===== src/rtl/sit_pkg.sv =====
`default_nettype none
// ============================================================================
//  Module   : sit_pkg
//  Brief    : Shared SiT definitions: S-box, bit permutation, F-function,
//             round count, round-key selection and engine state encoding.
//  Revision : 1.0 - initial release
// ============================================================================
package sit_pkg;

    localparam int SIT_ROUNDS = 5;

    // Nibble n of the table holds S(n).
    localparam logic [63:0] SIT_SBOX = 64'h2174_8FE3_DA09_B65C;
    // Nibble i of the table holds the source bit index for output bit i.
    localparam logic [63:0] SIT_PERM = 64'hFB73_EA62_D951_C840;

    typedef enum logic [1:0] {
        IDLE  = 2'd0,
        ROUND = 2'd1,
        DONE  = 2'd2
    } sit_state_e;

    function automatic logic [15:0] sit_f(input logic [15:0] x);
        logic [15:0] s;
        logic [15:0] y;
        for (int n = 0; n < 4; n++) begin
            s[4*n +: 4] = SIT_SBOX[4*int'(x[4*n +: 4]) +: 4];
        end
        for (int i = 0; i < 16; i++) begin
            y[i] = s[SIT_PERM[4*i +: 4]];
        end
        return y;
    endfunction

    function automatic logic [15:0] sit_round_key(input logic [79:0] kexp,
                                                  input logic [2:0]  r);
        logic [15:0] k;
        case (r)
            3'd1:    k = kexp[79:64];
            3'd2:    k = kexp[63:48];
            3'd3:    k = kexp[47:32];
            3'd4:    k = kexp[31:16];
            default: k = kexp[15:0];
        endcase
        return k;
    endfunction

endpackage
`default_nettype wire


===== src/rtl/sit_encrypt_iter_if.sv =====
`default_nettype none
// ============================================================================
//  Module   : sit_encrypt_iter_if
//  Brief    : Plaintext/key input stream and ciphertext output stream.
//  Revision : 1.0 - initial release
// ============================================================================
interface sit_encrypt_iter_if;
    logic        in_valid;
    logic        in_ready;
    logic [63:0] key;
    logic [63:0] plaintext;
    logic        out_valid;
    logic        out_ready;
    logic [63:0] cphtext;

    modport slave (
        input  in_valid, key, plaintext, out_ready,
        output in_ready, out_valid, cphtext
    );

    modport master (
        output in_valid, key, plaintext, out_ready,
        input  in_ready, out_valid, cphtext
    );
endinterface
`default_nettype wire


===== src/rtl/sit_key_expand.sv =====
`default_nettype none
// ============================================================================
//  Module   : sit_key_expand
//  Brief    : Combinational 64-bit to 80-bit SiT key expansion (five 16-bit
//             round keys, the fifth being the XOR of the first four).
//  Revision : 1.0 - initial release
// ============================================================================
module sit_key_expand
    import sit_pkg::*;
(
    input  wire logic [63:0] key_i,
    output logic      [79:0] kexp_o
);

    logic [15:0] ka [4];

    // Each key block gathers the same nibble position from all four key words.
    for (genvar j = 0; j < 4; j++) begin : g_kblk
        logic [15:0] kb;
        assign kb    = {key_i[63-4*j -: 4], key_i[47-4*j -: 4],
                        key_i[31-4*j -: 4], key_i[15-4*j -: 4]};
        assign ka[j] = sit_f(kb);
    end

    assign kexp_o = {ka[0], ka[1], ka[2], ka[3], ka[0] ^ ka[1] ^ ka[2] ^ ka[3]};

endmodule
`default_nettype wire


===== src/rtl/sit_encrypt_iter.sv =====
`default_nettype none
// ============================================================================
//  Module   : sit_encrypt_iter
//  Brief    : Iterative SiT encryption engine, one round per clock, with a
//             valid/ready stream on each side. Define SIT_BLK_CNT_EN to add
//             the saturating blk_count completed-block counter.
//  Revision : 1.0 - initial release
// ============================================================================
module sit_encrypt_iter
    import sit_pkg::*;
#(
    parameter int ROUNDS = SIT_ROUNDS
) (
    input  wire logic         clk,
    input  wire logic         rst,
    sit_encrypt_iter_if.slave bus
`ifdef SIT_BLK_CNT_EN
    ,
    output logic [15:0]       blk_count
`endif
);

    if (ROUNDS != SIT_ROUNDS) begin : g_rounds_chk
        $error("sit_encrypt_iter: only ROUNDS=5 is supported");
    end

    sit_state_e  state_q, state_d;
    logic [63:0] blk_q, blk_d;
    logic [79:0] kexp_q, kexp_d;
    logic [2:0]  rnd_q, rnd_d;
    logic [79:0] kexp_w;

    sit_key_expand u_kexp (
        .key_i  (bus.key),
        .kexp_o (kexp_w)
    );

    logic [15:0] rk, a, b, c, d;
    logic        last_rnd;
    logic [63:0] round_out;

    assign rk        = sit_round_key(kexp_q, rnd_q);
    assign a         = ~(blk_q[63:48] ^ rk);
    assign d         = ~(blk_q[15:0]  ^ rk);
    assign b         = sit_f(a) ^ blk_q[31:16];
    assign c         = sit_f(d) ^ blk_q[47:32];
    assign last_rnd  = (rnd_q == 3'(ROUNDS));
    // The final round skips the word swap so the decryptor can mirror it.
    assign round_out = last_rnd ? {a, b, c, d} : {b, a, d, c};

    always_ff @(posedge clk) begin
        if (rst) begin
            state_q <= IDLE;
            blk_q   <= '0;
            kexp_q  <= '0;
            rnd_q   <= '0;
        end else begin
            state_q <= state_d;
            blk_q   <= blk_d;
            kexp_q  <= kexp_d;
            rnd_q   <= rnd_d;
        end
    end

    always_comb begin
        state_d = state_q;
        blk_d   = blk_q;
        kexp_d  = kexp_q;
        rnd_d   = rnd_q;
        case (state_q)
            IDLE: begin
                if (bus.in_valid) begin
                    state_d = ROUND;
                    blk_d   = bus.plaintext;
                    kexp_d  = kexp_w;
                    rnd_d   = 3'd1;
                end
            end
            ROUND: begin
                blk_d = round_out;
                if (last_rnd) begin
                    state_d = DONE;
                end else begin
                    rnd_d = rnd_q + 3'd1;
                end
            end
            DONE: begin
                if (bus.out_ready) begin
                    state_d = IDLE;
                end
            end
            default: state_d = IDLE;
        endcase
    end

    assign bus.in_ready  = (state_q == IDLE);
    assign bus.out_valid = (state_q == DONE);
    assign bus.cphtext   = bus.out_valid ? blk_q : 64'h0;

`ifdef SIT_BLK_CNT_EN
    logic [15:0] blk_cnt_q;

    always_ff @(posedge clk) begin
        if (rst) begin
            blk_cnt_q <= '0;
        end else if (bus.out_valid && bus.out_ready && (blk_cnt_q != 16'hFFFF)) begin
            blk_cnt_q <= blk_cnt_q + 16'd1;
        end
    end

    assign blk_count = blk_cnt_q;
`endif

endmodule
`default_nettype wire


===== src/flat_wrapper.sv =====
// flat-port wrapper written by rule: the top's interface ports become plain ports
module sit_encrypt_iter_flat import sit_pkg::*;
#(
    parameter int ROUNDS = SIT_ROUNDS
)
  (clk, rst, bus_in_valid, bus_key, bus_plaintext, bus_out_ready, bus_in_ready, bus_out_valid, bus_cphtext);
  sit_encrypt_iter_if bus_i ();
  input  wire logic clk;
  input  wire logic rst;
  input wire logic [$bits(bus_i.in_valid)-1:0] bus_in_valid;
  input wire logic [$bits(bus_i.key)-1:0] bus_key;
  input wire logic [$bits(bus_i.plaintext)-1:0] bus_plaintext;
  input wire logic [$bits(bus_i.out_ready)-1:0] bus_out_ready;
  output wire logic [$bits(bus_i.in_ready)-1:0] bus_in_ready;
  output wire logic [$bits(bus_i.out_valid)-1:0] bus_out_valid;
  output wire logic [$bits(bus_i.cphtext)-1:0] bus_cphtext;
  assign bus_i.in_valid = bus_in_valid;
  assign bus_i.key = bus_key;
  assign bus_i.plaintext = bus_plaintext;
  assign bus_i.out_ready = bus_out_ready;
  assign bus_in_ready = bus_i.in_ready;
  assign bus_out_valid = bus_i.out_valid;
  assign bus_cphtext = bus_i.cphtext;
  sit_encrypt_iter #(.ROUNDS(ROUNDS)) u_core (.clk(clk), .rst(rst), .bus(bus_i));
endmodule

===== config.mk =====
export PLATFORM = sky130hd
export DESIGN_NAME = sit_encrypt_iter_flat
export DESIGN_NICKNAME = d
export VERILOG_FILES = /design/src/rtl/sit_pkg.sv /design/src/rtl/sit_encrypt_iter_if.sv /design/src/rtl/sit_key_expand.sv /design/src/rtl/sit_encrypt_iter.sv /design/src/flat_wrapper.sv
export SDC_FILE = /design/constraint.sdc
export NUM_CORES = 1
export LEC_CHECK = 0
export CAP_MARGIN = 20
export CORE_ASPECT_RATIO = 1.25
export CORE_MARGIN = 3
export CORE_UTILIZATION = 56
export CTS_CLUSTER_DIAMETER = 80
export DETAILED_ROUTE_END_ITERATION = 8
export PLACE_DENSITY = 0.94
export SYNTH_ARGS = -nofsm -noshare
export SYNTH_HDL_FRONTEND = slang
export SYNTH_SLANG_ARGS = --single-unit

===== constraint.sdc =====
create_clock -name clk -period 3.7 [get_ports clk]
set_input_delay 0.37 -clock clk [delete_from_list [all_inputs] [get_ports clk]]
set_output_delay 0.37 -clock clk [all_outputs]
set_load 0.005 [all_outputs]

# ---- Word-level counts from Yosys, hierarchy flattened
# Index checks and enable logic that the tools add are counted.
dict set report totals {
  ff_bits 149
  input_bits 132
}
dict set report op_classes {
  add_sub_neg 1
  n_eq_ne 11
  shift 24
  mux 12
  bitwise 9
  n_reduce_logical 6
}
# op count
set op_table {}
lappend op_table {{64-bit by 7-bit variable part select with 4-bit output (first input constant)} 24}
lappend op_table {{64-bit two-way mux} 3}
lappend op_table {{64-bit case mux with 2 select lines} 1}
lappend op_table {{16-bit bitwise XOR} 7}
lappend op_table {{16-bit case mux with 4 select lines} 1}
lappend op_table {{16-bit inverter} 2}
lappend op_table {{3-bit by 2-bit == test with 1-bit output (second input constant)} 2}
lappend op_table {{3-bit == test (second input constant)} 2}
lappend op_table {{2-bit two-way mux} 3}
lappend op_table {{3-bit two-way mux} 2}
lappend op_table {{2-bit inequality test (second input constant)} 3}
lappend op_table {{2-bit case mux with 3 select lines} 1}
lappend op_table {{3-bit case mux with 2 select lines} 1}
lappend op_table {{3-bit AND reduction} 2}
lappend op_table {{2-bit AND reduction} 2}
lappend op_table {{3-bit by 1-bit adder with 3-bit output (second input constant)} 1}
lappend op_table {{3-bit by 1-bit == test with 1-bit output (second input constant)} 1}
lappend op_table {{2-bit by 1-bit == test with 1-bit output (second input constant)} 1}
lappend op_table {{2-bit == test (second input constant)} 1}
lappend op_table {{2-bit logical NOT} 1}
lappend op_table {{2-bit by 1-bit inequality test with 1-bit output (second input constant)} 1}
lappend op_table {{2-bit nonzero test} 1}

# ---- Longest topological paths before layout
dict set report depth {
  depth_word 8
  ltp_mapped 16
  depth_no_buf 10
}

# ---- Cells and area by module
# A second synthesis with hierarchy kept.
dict set report unflattened {
  hier_cells 1677
  area_unflattened_um2 13043.8
}
# module n_inst cells_per_inst area_per_inst_um2 seq_area_each_um2
set by_module_without_submodules {}
lappend by_module_without_submodules {sit_encrypt_iter 1 1330 9613.0 2982.9}
lappend by_module_without_submodules {sit_key_expand 1 347 3430.8 0.0}

# ---- Least setup slack after synthesis
# Ideal clock, no wire load.
dict set report synth_timing {
  path_kind {register -> register}
  startpoint {reg u_core.rnd_q[2]}
  endpoint {reg u_core.blk_q[53]}
  setup_ps 123
  arrival_time_ps 3292
  required_ps 3577
  setup_slack_ps 285
  path_stages_with_launch 16
  path_buffers 6
  period_less_slack_ps 3415
  cell_sequence {dfxtp_1 > buf_4 > buf_4 > buf_2 > buf_2 > inv_1 > ha_1 > clkbuf_1 > clkbuf_1 > a22o_1 > o31ai_2 > xor2_1 > or4_1 > o211ai_1 > xor2_1 > a21oi_1}
}
dict set report synth_between {
  elab_chain_cells 8
  elab_cells_between_ends 12
  cone_classes {eq/ne: 5; shift: 1; mux: 3; bitwise: 3}
}
# item line_no
set synth_lines {}
lappend synth_lines {{from (decl)} sit_encrypt_iter.sv:30} ;# logic [2:0] rnd_q, rnd_d;
lappend synth_lines {{from (signal assigned)} sit_encrypt_iter.sv:61} ;# rnd_q <= rnd_d;
lappend synth_lines {{3-bit == test, or another cell as far along} sit_pkg.sv:38} ;# case (r)
lappend synth_lines {{16-bit case mux with 4 select lines} sit_pkg.sv:38}
lappend synth_lines {{16-bit bitwise XOR} sit_encrypt_iter.sv:43} ;# assign a = ~(blk_q[63:48] ^ rk);
lappend synth_lines {{16-bit inverter} sit_encrypt_iter.sv:43}
lappend synth_lines {{64-bit by 7-bit variable part select with 4-bit output} sit_pkg.sv:27} ;# s[4*n +: 4] = SIT_SBOX[4*int'(x[4*n +: 4]) +: 4];
lappend synth_lines {{16-bit bitwise XOR} sit_encrypt_iter.sv:45} ;# assign b = sit_f(a) ^ blk_q[31:16];
lappend synth_lines {{64-bit two-way mux (*)} sit_encrypt_iter.sv:49} ;# assign round_out = last_rnd ? {a, b, c, d} : {b, a, d, c};
lappend synth_lines {{64-bit case mux with 2 select lines (*)} sit_encrypt_iter.sv:70} ;# case (state_q)
lappend synth_lines {{to (signal assigned)} sit_encrypt_iter.sv:59} ;# blk_q <= blk_d;
lappend synth_lines {{to (decl)} sit_encrypt_iter.sv:28} ;# logic [63:0] blk_q, blk_d;
# Mark *: on every way between the ends. The rest lies on a longest branch, timed or not.
# A chain may end at the register's enable or synchronous reset.

# ---- Final worst setup path
dict set report layout_timing {
  startpoint {reg u_core.rnd_q[0]}
  endpoint {reg u_core.blk_q[11]}
}
dict set report layout_between {
  elab_chain_cells 8
  elab_cells_between_ends 12
  cone_classes {eq/ne: 5; shift: 1; mux: 3; bitwise: 3}
}
# item line_no
set layout_lines {}
lappend layout_lines {{3-bit == test, or another cell as far along} sit_pkg.sv:38}
lappend layout_lines {{16-bit case mux with 4 select lines} sit_pkg.sv:38}
lappend layout_lines {{16-bit bitwise XOR} sit_encrypt_iter.sv:44} ;# assign d = ~(blk_q[15:0] ^ rk);
lappend layout_lines {{16-bit inverter} sit_encrypt_iter.sv:44}
lappend layout_lines {{64-bit by 7-bit variable part select with 4-bit output} sit_pkg.sv:27}
lappend layout_lines {{16-bit bitwise XOR} sit_encrypt_iter.sv:46} ;# assign c = sit_f(d) ^ blk_q[47:32];
lappend layout_lines {{64-bit two-way mux (*)} sit_encrypt_iter.sv:49}
lappend layout_lines {{64-bit case mux with 2 select lines (*)} sit_encrypt_iter.sv:70}
# Marks and branches as above.

==> results.txt <==
layer carrying the most global-route usage: met2
via count: 13100
ys async rst share: 0
Post-Layout Cell Count: 2123
RSZ-0062 raised after global routing: no
grt total ovfl: 0
Final #Nets: 2035
final hold viol count: 0
number of synthesized flops with an enable pin: 0
CP Class: reg2reg
final instance area: 15300 um^2
first-pass GRT wire length: 61000 um
crit end category: register
Startpoint Class: register
PwrDens: 491 nW/um^2
worst skew pair latency: 0.44 ns
final antenna-violating net count: 0
critical path required time: 4.08 ns
number of antenna violations at the first check in global routing: 0
ANT cells: 0
crit path DAT: 3.83 ns
fin crit period: 3.46 ns
Routed WL per cell: 18.1 um
status: complete, no violations
Final GP Congestion: 1.00
cells after synthesis: 1703
fmax: 289 MHz
Clock power frac: 0.233
clk root buf: clkbuf_16
Initial Util: 0.577
pre-CTS setup slack: 0.283 ns
Max Cap Violations: 0
clk sinks: 149
Num CTS Buffers: 17
area of the mapped netlist: 12600 um^2
PortBufs: 197
clock transition at the registers of the reported paths: 0.06 ns
Detailed Place HPWL: 28300 um
die area: 24300 um^2
I/O Pins: 198
vias in the first global route: 12500
crit path max fanout: 15
final setup fails: 0
Inst Count DP: 2092
met2 GRT Util: 0.515
H-tree Lvls: 4
CTS Hold Bufs: 0
FF+latch count, synth: 149
Area growth, synth to finish: 21.6%
Residual DRC: 0
gr usage total: 0.301
ratio of cells with drive above 1 in the final layout: 0.0597
row cnt: 60
Iteration-0 DRC Markers: 1330
chip width: 140 um
Placeable Area: 21800 um^2
die span in y: 174 um
switching part of the total: 0.416
Clock Path Buffers: 2
grt met3 use: 0.0591
period utilization: 0.935
internal power: 4.39 mW
Least-Margin Pin Slew: 1.05 ns
Pre-antenna DRT Iters: 8
largest net degree at the start of global routing: 120
post-cts sizing count: 0
worst hold-check path type: in2reg
vias per cell: 6.19
Post-CTS Setup Inserts: 0
clock skew: 0.0101 ns
FF+latch area: 2980 um^2
fin worst setup slack: 0.242 ns
sequential share of power: 0.285
Placed Area: 14700 um^2
area of the multi-input gates: 8920 um^2
Avg Synthesized Cell Area: 7.40 um^2
most common cell after layout, fill and taps aside: nor2_1
Comb power frac: 0.482
sequential area share after synthesis: 0.237
TritonCTS clock tree: yes
Final TNS setup: 0 ns
Rel. slew slack: 0.294
met1 usage: 0.348
VDD IR max: 0.369 mV
Leak: 6.02 nW
Yosys warning count: 0
fillers: 1635
Top FF cell, synth: dfxtp_1
total wire length: 38500 um
most frequent cells in the layout: 294 x nor2_1, 196 x clkdlybuf4s50_1, 158 x o21ai_0
Unique masters post-synth: 62
Mapped Nets: 1906
NetSw: 3.13 mW
Slew Limit Fails: 0
## through the flow
step | util | hold WS [ns] | total power [mW]
finish | 0.701 | 0.384 | 7.52
global route | 0.701 | 0.404 | 7.90
CTS | 0.701 | 0.361 | 7.43
detailed placement | 0.674 | 0.451 | 5.68
global placement | 0.674 | 0.444 | 5.57
floorplan | - | 0.432 | 4.65
## worst max-delay path, cell delays in order, from the launching register on
cell and delay [ns]:
dfxtp_1 0.35, inv_1 0.10, ha_1 0.24, nor2b_2 0.57
a22o_1 0.22, o31ai_1 0.12, xnor2_1 0.86, a21o_1 0.22
o211ai_1 0.13, or4b_1 0.50, nand3_1 0.09
## final timing paths
| kind | from | slack [ns] | depth (start not counted) | to |
|---|---|---|---|---|
| worst max-delay path | u_core.rnd_q[0] | 0.24 | 10 | u_core.blk_q[11] |
| worst min-delay path | rst | 0.38 | 2 | u_core.blk_q[7] |
| worst max register to register | u_core.rnd_q[0] | 0.24 | 10 | u_core.blk_q[11] |
| worst min register to register | u_core.kexp_q[57] | 0.46 | 2 | u_core.kexp_q[57] |
## cell usage after synthesis, types with 5 or more instances
library cell	count	area, um^2
a211o_1	11	96.3
a211oi_1	70	526
a21oi_1	107	536
a22o_1	15	131
a31oi_1	13	81.3
and2_1	70	438
and3_1	8	50.1
buf_1	8	30.0
buf_2	8	40.0
clkbuf_1	96	360
dfxtp_1	149	2980
ha_1	71	888
inv_1	68	255
mux2i_1	25	250
mux4_2	16	360
nand2_1	122	458
nand3_1	64	320
nand4_1	22	138
nand4b_1	5	43.8
nor2_1	295	1110
nor3_1	31	155
nor4_1	14	87.6
o211ai_1	42	315
o21ai_0	158	791
o31ai_4	10	213
or2_2	5	31.3
or4_1	7	52.6
or4b_1	10	100
xnor2_1	80	701
xnor3_1	8	180
xor2_1	42	368
## cells by family after synthesis
logic type,synth area share
buffers and inverters,0.0574
AND/OR/NAND/NOR,0.246
AO/OA/AOI/OAI,0.234
multiplexers,0.0485
adder cells (fa/ha/maj),0.0705
flip-flops,0.237
XOR/XNOR,0.107
## power groups by stage
| stage | Sequential (mW) | Combinational, mW | Clock (mW) |
|---|---|---|---|
| after floorplan | 2.03 | 2.62 | 0 |
| after global placement | 2.14 | 3.43 | 0 |
| after detailed placement | 2.15 | 3.53 | 0 |
| after CTS | 2.12 | 3.56 | 1.76 |
| after global routing | 2.15 | 3.93 | 1.82 |
| final | 2.14 | 3.62 | 1.75 |
## per-layer routing
metal  share of wire  routed length (um)  vias up
met5               0                   0        -
met4           0.057                2180        0
met3           0.081                3130      165
met2            0.48               18500      722
met1            0.38               14700     6011
li1                -                   -     6242
## final cells by class
class                      instances  area share
clock buffer                      22      0.0297
clock inverter                     9     0.00842
inverter                          68      0.0167
multi-input combinational       1370       0.582
sequential                       149       0.195
tap                              279      0.0228
timing repair buffer             226       0.145
## registers in the layout, indices dropped and copies added (netlist names)
signal	flops
u_core.blk_q	64
u_core.kexp_q	80
u_core.rnd_q	3
u_core.state_q	2
Note: power is estimated with default switching activity, not from simulation.
